<file path="src/rtl/serial_arith_pkg.sv">
// Shared types and constants for the serial add/subtract unit.
package serial_arith_pkg;

    typedef enum logic [1:0] {
        IDLE = 2'd0,
        RUN  = 2'd1,
        DONE = 2'd2
    } state_t;

    localparam logic MODE_SUB = 1'b0;
    localparam logic MODE_ADD = 1'b1;

endpackage

</file>
<file path="src/rtl/add_sub_cell.sv">
// One-bit combinational add/subtract cell; carry and borrow share one chain signal.
module add_sub_cell
    import serial_arith_pkg::*;
(
    input  logic x,
    input  logic y,
    input  logic cb_in,
    input  logic mode,
    output logic r,
    output logic cb_out
);

    assign r = x ^ y ^ cb_in;

    always_comb begin
        cb_out = 1'b0;
        if (mode == MODE_ADD) begin
            cb_out = (x & y) | (cb_in & (x ^ y));
        end else begin
            cb_out = (~x & y) | (~(x ^ y) & cb_in);
        end
    end

endmodule

</file>
<file path="src/rtl/serial_add_sub.sv">
// Multi-cycle add/subtract: WIDTH-bit operands processed LSB-first, BPC bits per clock.
module serial_add_sub
    import serial_arith_pkg::*;
#(
    parameter int unsigned WIDTH = 8,
    parameter int unsigned BPC   = 1
) (
    input  logic             clk,
    input  logic             reset_n,
    input  logic             start,
    input  logic             mode,
    input  logic [WIDTH-1:0] a,
    input  logic [WIDTH-1:0] b,
    output logic             ready,
    output logic             done,
    output logic [WIDTH-1:0] result,
    output logic             borrow_out,
    output logic             overflow,
    output logic             zero
);

    localparam int unsigned STEPS = WIDTH / BPC;
    localparam int unsigned CNT_W = $clog2(STEPS + 1);

    if ((WIDTH < 2) || ((WIDTH % BPC) != 0)) begin : g_param_err
        $error("serial_add_sub: WIDTH must be >= 2 and a multiple of BPC");
    end

    state_t             state;
    state_t             state_next;
    logic               accept;
    logic               step;
    logic               last_step;
    logic [CNT_W-1:0]   cnt;
    logic [WIDTH-1:0]   a_sh;
    logic [WIDTH-1:0]   b_sh;
    logic [WIDTH-1:0]   r_sh;
    logic [WIDTH-1:0]   r_next;
    logic               mode_q;
    logic               a_msb;
    logic               b_msb;
    logic               cb_q;
    logic [BPC:0]       cb_chain;
    logic [BPC-1:0]     r_bits;
    logic               ovf_next;

    // Next-state and step control.
    always_comb begin
        state_next = state;
        accept     = 1'b0;
        step       = 1'b0;
        last_step  = 1'b0;
        case (state)
            IDLE: begin
                if (start) begin
                    accept     = 1'b1;
                    state_next = RUN;
                end
            end
            RUN: begin
                step = 1'b1;
                if (cnt == CNT_W'(STEPS - 1)) begin
                    last_step  = 1'b1;
                    state_next = DONE;
                end
            end
            DONE: begin
                if (start) begin
                    accept     = 1'b1;
                    state_next = RUN;
                end else begin
                    state_next = IDLE;
                end
            end
            default: state_next = IDLE;
        endcase
    end

    // BPC cells ripple within a cycle; the chain end is registered in cb_q.
    assign cb_chain[0] = cb_q;
    for (genvar i = 0; i < BPC; i++) begin : g_cell
        add_sub_cell u_cell (
            .x      (a_sh[i]),
            .y      (b_sh[i]),
            .cb_in  (cb_chain[i]),
            .mode   (mode_q),
            .r      (r_bits[i]),
            .cb_out (cb_chain[i+1])
        );
    end

    // New bits enter at the MSB end so the word is aligned after the final step.
    assign r_next = (r_sh >> BPC) | (WIDTH'(r_bits) << (WIDTH - BPC));

    always_comb begin
        ovf_next = 1'b0;
        if (mode_q == MODE_ADD) begin
            ovf_next = (a_msb == b_msb) && (r_next[WIDTH-1] != a_msb);
        end else begin
            ovf_next = (a_msb != b_msb) && (r_next[WIDTH-1] != a_msb);
        end
    end

    always_ff @(posedge clk) begin
        if (!reset_n) begin
            state      <= IDLE;
            ready      <= 1'b1;
            done       <= 1'b0;
            cnt        <= '0;
            a_sh       <= '0;
            b_sh       <= '0;
            r_sh       <= '0;
            mode_q     <= MODE_SUB;
            a_msb      <= 1'b0;
            b_msb      <= 1'b0;
            cb_q       <= 1'b0;
            result     <= '0;
            borrow_out <= 1'b0;
            overflow   <= 1'b0;
            zero       <= 1'b0;
        end else begin
            state <= state_next;
            ready <= (state_next != RUN);
            done  <= (state_next == DONE);
            if (accept) begin
                a_sh   <= a;
                b_sh   <= b;
                mode_q <= mode;
                a_msb  <= a[WIDTH-1];
                b_msb  <= b[WIDTH-1];
                cb_q   <= 1'b0;
                cnt    <= '0;
            end else if (step) begin
                a_sh <= a_sh >> BPC;
                b_sh <= b_sh >> BPC;
                r_sh <= r_next;
                cb_q <= cb_chain[BPC];
                cnt  <= cnt + CNT_W'(1);
            end
            // Visible results change only when entering DONE.
            if (last_step) begin
                result     <= r_next;
                borrow_out <= cb_chain[BPC];
                overflow   <= ovf_next;
                zero       <= (r_next == '0);
            end
        end
    end

endmodule

</file>
<file path="config.mk">
export PLATFORM = sky130hd
export DESIGN_NAME = serial_add_sub
export DESIGN_NICKNAME = d
export VERILOG_FILES = /design/src/rtl/serial_arith_pkg.sv /design/src/rtl/add_sub_cell.sv /design/src/rtl/serial_add_sub.sv
export SDC_FILE = /design/constraint.sdc
export NUM_CORES = 1
export LEC_CHECK = 0
export ABC_AREA = 1
export CORE_MARGIN = 8
export CORE_UTILIZATION = 51
export DETAILED_ROUTE_END_ITERATION = 8
export PLACE_DENSITY = 0.83
export SLEW_MARGIN = 20
export SYNTH_ARGS = -nofsm -noshare
export SYNTH_HDL_FRONTEND = slang
export SYNTH_SLANG_ARGS = --single-unit
</file>
<file path="constraint.sdc">
create_clock -name clk -period 1.8 [get_ports clk]
set_clock_uncertainty 0.05 [all_clocks]
set_input_delay 0.36 -clock clk [delete_from_list [all_inputs] [get_ports clk]]
set_output_delay 0.36 -clock clk [all_outputs]
set_load 0.05 [all_outputs]
</file>
==> impl_summary.log <==
[metrics] initial detailed-routing violation count: 154
[metrics] growth of design area from synthesis to finish: 24.0%
[metrics] worst setup slack after placement: 159 ps
[metrics] diodes inserted: 0
[metrics] share of synthesized area occupied by flip-flops and latches: 48.3%
[metrics] required time of the worst setup path: 2000 ps
[metrics] layout cell share with drive strength beyond 1: 12.3%
[metrics] Final Cycle Share: 87.5%
[metrics] cells traversed along the worst timing path: inv_1, fa_1, inv_1, nor2_1, nand2_1, nand2_1, nor2_1, nor2_1
[metrics] largest fanout on the critical path: 3
[metrics] PostCTS Resize Cnt: 0
[metrics] placeable core region: 0.00363 mm²
[metrics] setup repair after global routing missed its margin: false
[metrics] number of levels in the clock H-tree: 2
[metrics] initial core utilization: 52.4%
[metrics] Fmax achieved: 635 MHz
[metrics] warnings from Yosys: 0
[metrics] worst hold-check slack: 416 ps
[metrics] status: finished, final reports clean
[metrics] setup repair bufs after CTS: 0
[metrics] mean cell area of the mapped netlist: 7.22 µm²
[metrics] detailed placer's ending HPWL: 3.02 mm
[metrics] Final WS setup: 224 ps
[metrics] GRT Residual Overflow: 0
[metrics] number of port buffers: 32
[metrics] path class of the lowest-slack min-delay path: register to register
[metrics] Least-Margin Pin Slew: 339 ps
[metrics] first-pass GRT wire length: 7.03 mm
[metrics] worst reg-to-reg setup slack: 220 ps
[metrics] category of the most critical setup path: register to register
[metrics] horizontal extent of the die: 77.1 µm
[metrics] Num CTS Buffers: 5
[metrics] final antenna-violating net count: 0
[metrics] CP max stage cell: sky130_fd_sc_hd__fa_1
[metrics] sum of negative setup slack: 0 ps
[metrics] number of standard cells after synthesis: 264
[metrics] I/O Pins: 33
[metrics] met3 layer wire length in the routed design: 226 µm
[metrics] antenna violations before repair: 0
[metrics] Clock transition at path regs: 80 ps
[metrics] die area: 0.00595 mm²
[metrics] clock tree from TritonCTS: built
[metrics] count of unique library cells instantiated by Yosys: 21
[metrics] CP arrival: 1770 ps
[metrics] final estimated routing congestion in global placement: 0.791
[metrics] global routing usage summed across all routing layers: 14.2%
[metrics] pin count of the biggest net entering global routing: 18
[metrics] clock latency on the worst-skew pair: 300 ps
[metrics] Met1 Routed Length: 1.83 mm
[metrics] Crit path top cell by count: sky130_fd_sc_hd__nor2_1
[metrics] DR pass1 iterations: 5
[metrics] number of hold violations in the final report: 0
[metrics] detailed route wirelength on metal2: 1.95 mm
[metrics] #FFs+latches synth: 46
[metrics] max-cap violations: 0
[metrics] PnR Total Power: 2.05 mW
[metrics] fin nets: 324
[metrics] number of sinks on the clock net: 46
[metrics] via count of the first global-routing pass: 1,678
[metrics] residual DRC count: 0
[metrics] Mapped Nets: 287
[metrics] mapped cell area: 0.00191 mm²
[metrics] total number of vias: 1,700
[metrics] Routed wire per std cell: 11.7 µm
[metrics] Final Setup Violations: 0
[metrics] headroom to the max-slew limit: 77.3%
[metrics] routed wire length: 4.10 mm
[metrics] Pins Over Slew Limit: 0
[metrics] max incr delay on CP: 600 ps
[metrics] DIE HEIGHT: 77.1 µm
[metrics] hold buffer count at CTS: 0
[metrics] post-layout minimum cycle time: 1580 ps
[metrics] leakage power total: 1.08 nW
[metrics] number of cell rows: 22
[metrics] Clock Root Buffer: sky130_fd_sc_hd__clkbuf_8
[metrics] CP startpoint kind: register
[metrics] Worst VDD drop: 0.489 mV
[metrics] top metal layer carrying routed signals: met4
[metrics] maximum clock insertion buffer count: 2
[metrics] routed via count divided by cell count: 4.86
[metrics] power density of the placed cells: 870 mW/mm²
[metrics] Setup crit end kind: register
-- cell type report --
class / count / area, µm²
clock buffers: 7 / 86.3
clock inverters: 1 / 5.00
fillers: 355 / 1270
inverters: 31 / 116
multi-input cells: 180 / 836
flip-flops and latches: 46 / 921
well taps: 48 / 60.1
repair buffers: 37 / 338
-- final timing paths --
path | cells after the start | to | startpoint
hold reg to reg | 2 | r_sh[4] | r_sh[4]
setup / recovery | 8 | overflow | b_sh[0]
setup reg to reg | 8 | overflow | b_sh[0]
hold / removal | 2 | r_sh[4] | r_sh[4]
-- sequential cells by signal (all words and copies together), names as in the netlist --
register / flops
b_sh: 8
a_sh: 8
overflow: 1
zero: 1
a_msb: 1
b_msb: 1
state: 2
mode_q: 1
result: 8
borrow_out: 1
r_sh: 7
ready: 1
cnt: 4
done: 1
cb_q: 1
-- routing by layer --
layer	up-vias	track usage (%)
li1	899	-
met4	0	7.92
met1	740	15.5
met2	50	23.9
met5	-	0
met3	11	4.20
-- worst max-delay path, delay by kind of cell, from the launching register on --
kind          cells  cell delay, ps
fa+ha+maj         1             600
buf+inv           2             170
flops             1             390
simple gates      5             320
-- metrics by stage --
step                      utilization (%)  instances  area [µm²]
after global placement               62.5        342        2270
after floorplan                         -        264        1910
after CTS                            65.0        350        2360
after global routing                 65.0        350        2360
final                                65.0        350        2360
after detailed placement             62.5        342        2270
-- report_power, final --
group          switching, mW  internal (mW)  leakage (nW)
logic                  0.178          0.126         0.653
clock network          0.330          0.310        0.0482
registers             0.0359           1.08         0.376
total                  0.544           1.51          1.08
-- kinds of logic (layout without fill, tap and decap cells) --
kind of cell	after synthesis	in the layout	share of synthesized area [%]
AOI/OAI and AO/OA	49	49	12.9
xor gates and xnor gates	1	1	0.460
adders and majority gates	3	3	2.76
buffers and inverters	38	76	7.81
DFF	46	46	48.3
and+or+nand+nor	127	127	27.7
-- synth_stat cells (all sizes together) --
cell type / number / area, µm²
buf: 6 / 28.8
clkinv: 1 / 3.75
nor3: 1 / 5.00
o22ai: 1 / 6.26
nand2: 89 / 349
nor2: 23 / 104
fa: 2 / 40.0
clkbuf: 1 / 3.75
inv: 30 / 113
a21oi: 20 / 100
nand3: 14 / 70.1
ha: 1 / 12.5
xor2: 1 / 8.76
o21ai: 28 / 140
dfxtp: 46 / 921
-- cells in the final DEF, fill, tap and decap left out --
master | netlist | final
sky130_fd_sc_hd__clkinv_2 | 0 | 1
sky130_fd_sc_hd__xor2_1 | 1 | 1
sky130_fd_sc_hd__clkbuf_1 | 1 | 1
sky130_fd_sc_hd__nor2_2 | 1 | 1
sky130_fd_sc_hd__inv_2 | 3 | 3
sky130_fd_sc_hd__clkdlybuf4s50_1 | 0 | 19
sky130_fd_sc_hd__o21ai_0 | 18 | 18
sky130_fd_sc_hd__o22ai_1 | 1 | 1
sky130_fd_sc_hd__dfxtp_1 | 46 | 46
sky130_fd_sc_hd__nor2_4 | 2 | 2
sky130_fd_sc_hd__nand3_1 | 14 | 14
sky130_fd_sc_hd__o21ai_1 | 10 | 10
sky130_fd_sc_hd__nand2_1 | 83 | 83
sky130_fd_sc_hd__ha_1 | 1 | 1
sky130_fd_sc_hd__clkbuf_8 | 0 | 6
sky130_fd_sc_hd__nand2_2 | 6 | 6
sky130_fd_sc_hd__nor2_1 | 20 | 20
sky130_fd_sc_hd__clkinv_1 | 1 | 1
sky130_fd_sc_hd__buf_4 | 0 | 17
sky130_fd_sc_hd__buf_12 | 0 | 1
sky130_fd_sc_hd__a21oi_1 | 20 | 20
sky130_fd_sc_hd__inv_1 | 27 | 27
sky130_fd_sc_hd__fa_1 | 2 | 2
sky130_fd_sc_hd__nor3_1 | 1 | 1
Power figures use the tool's default switching activity.
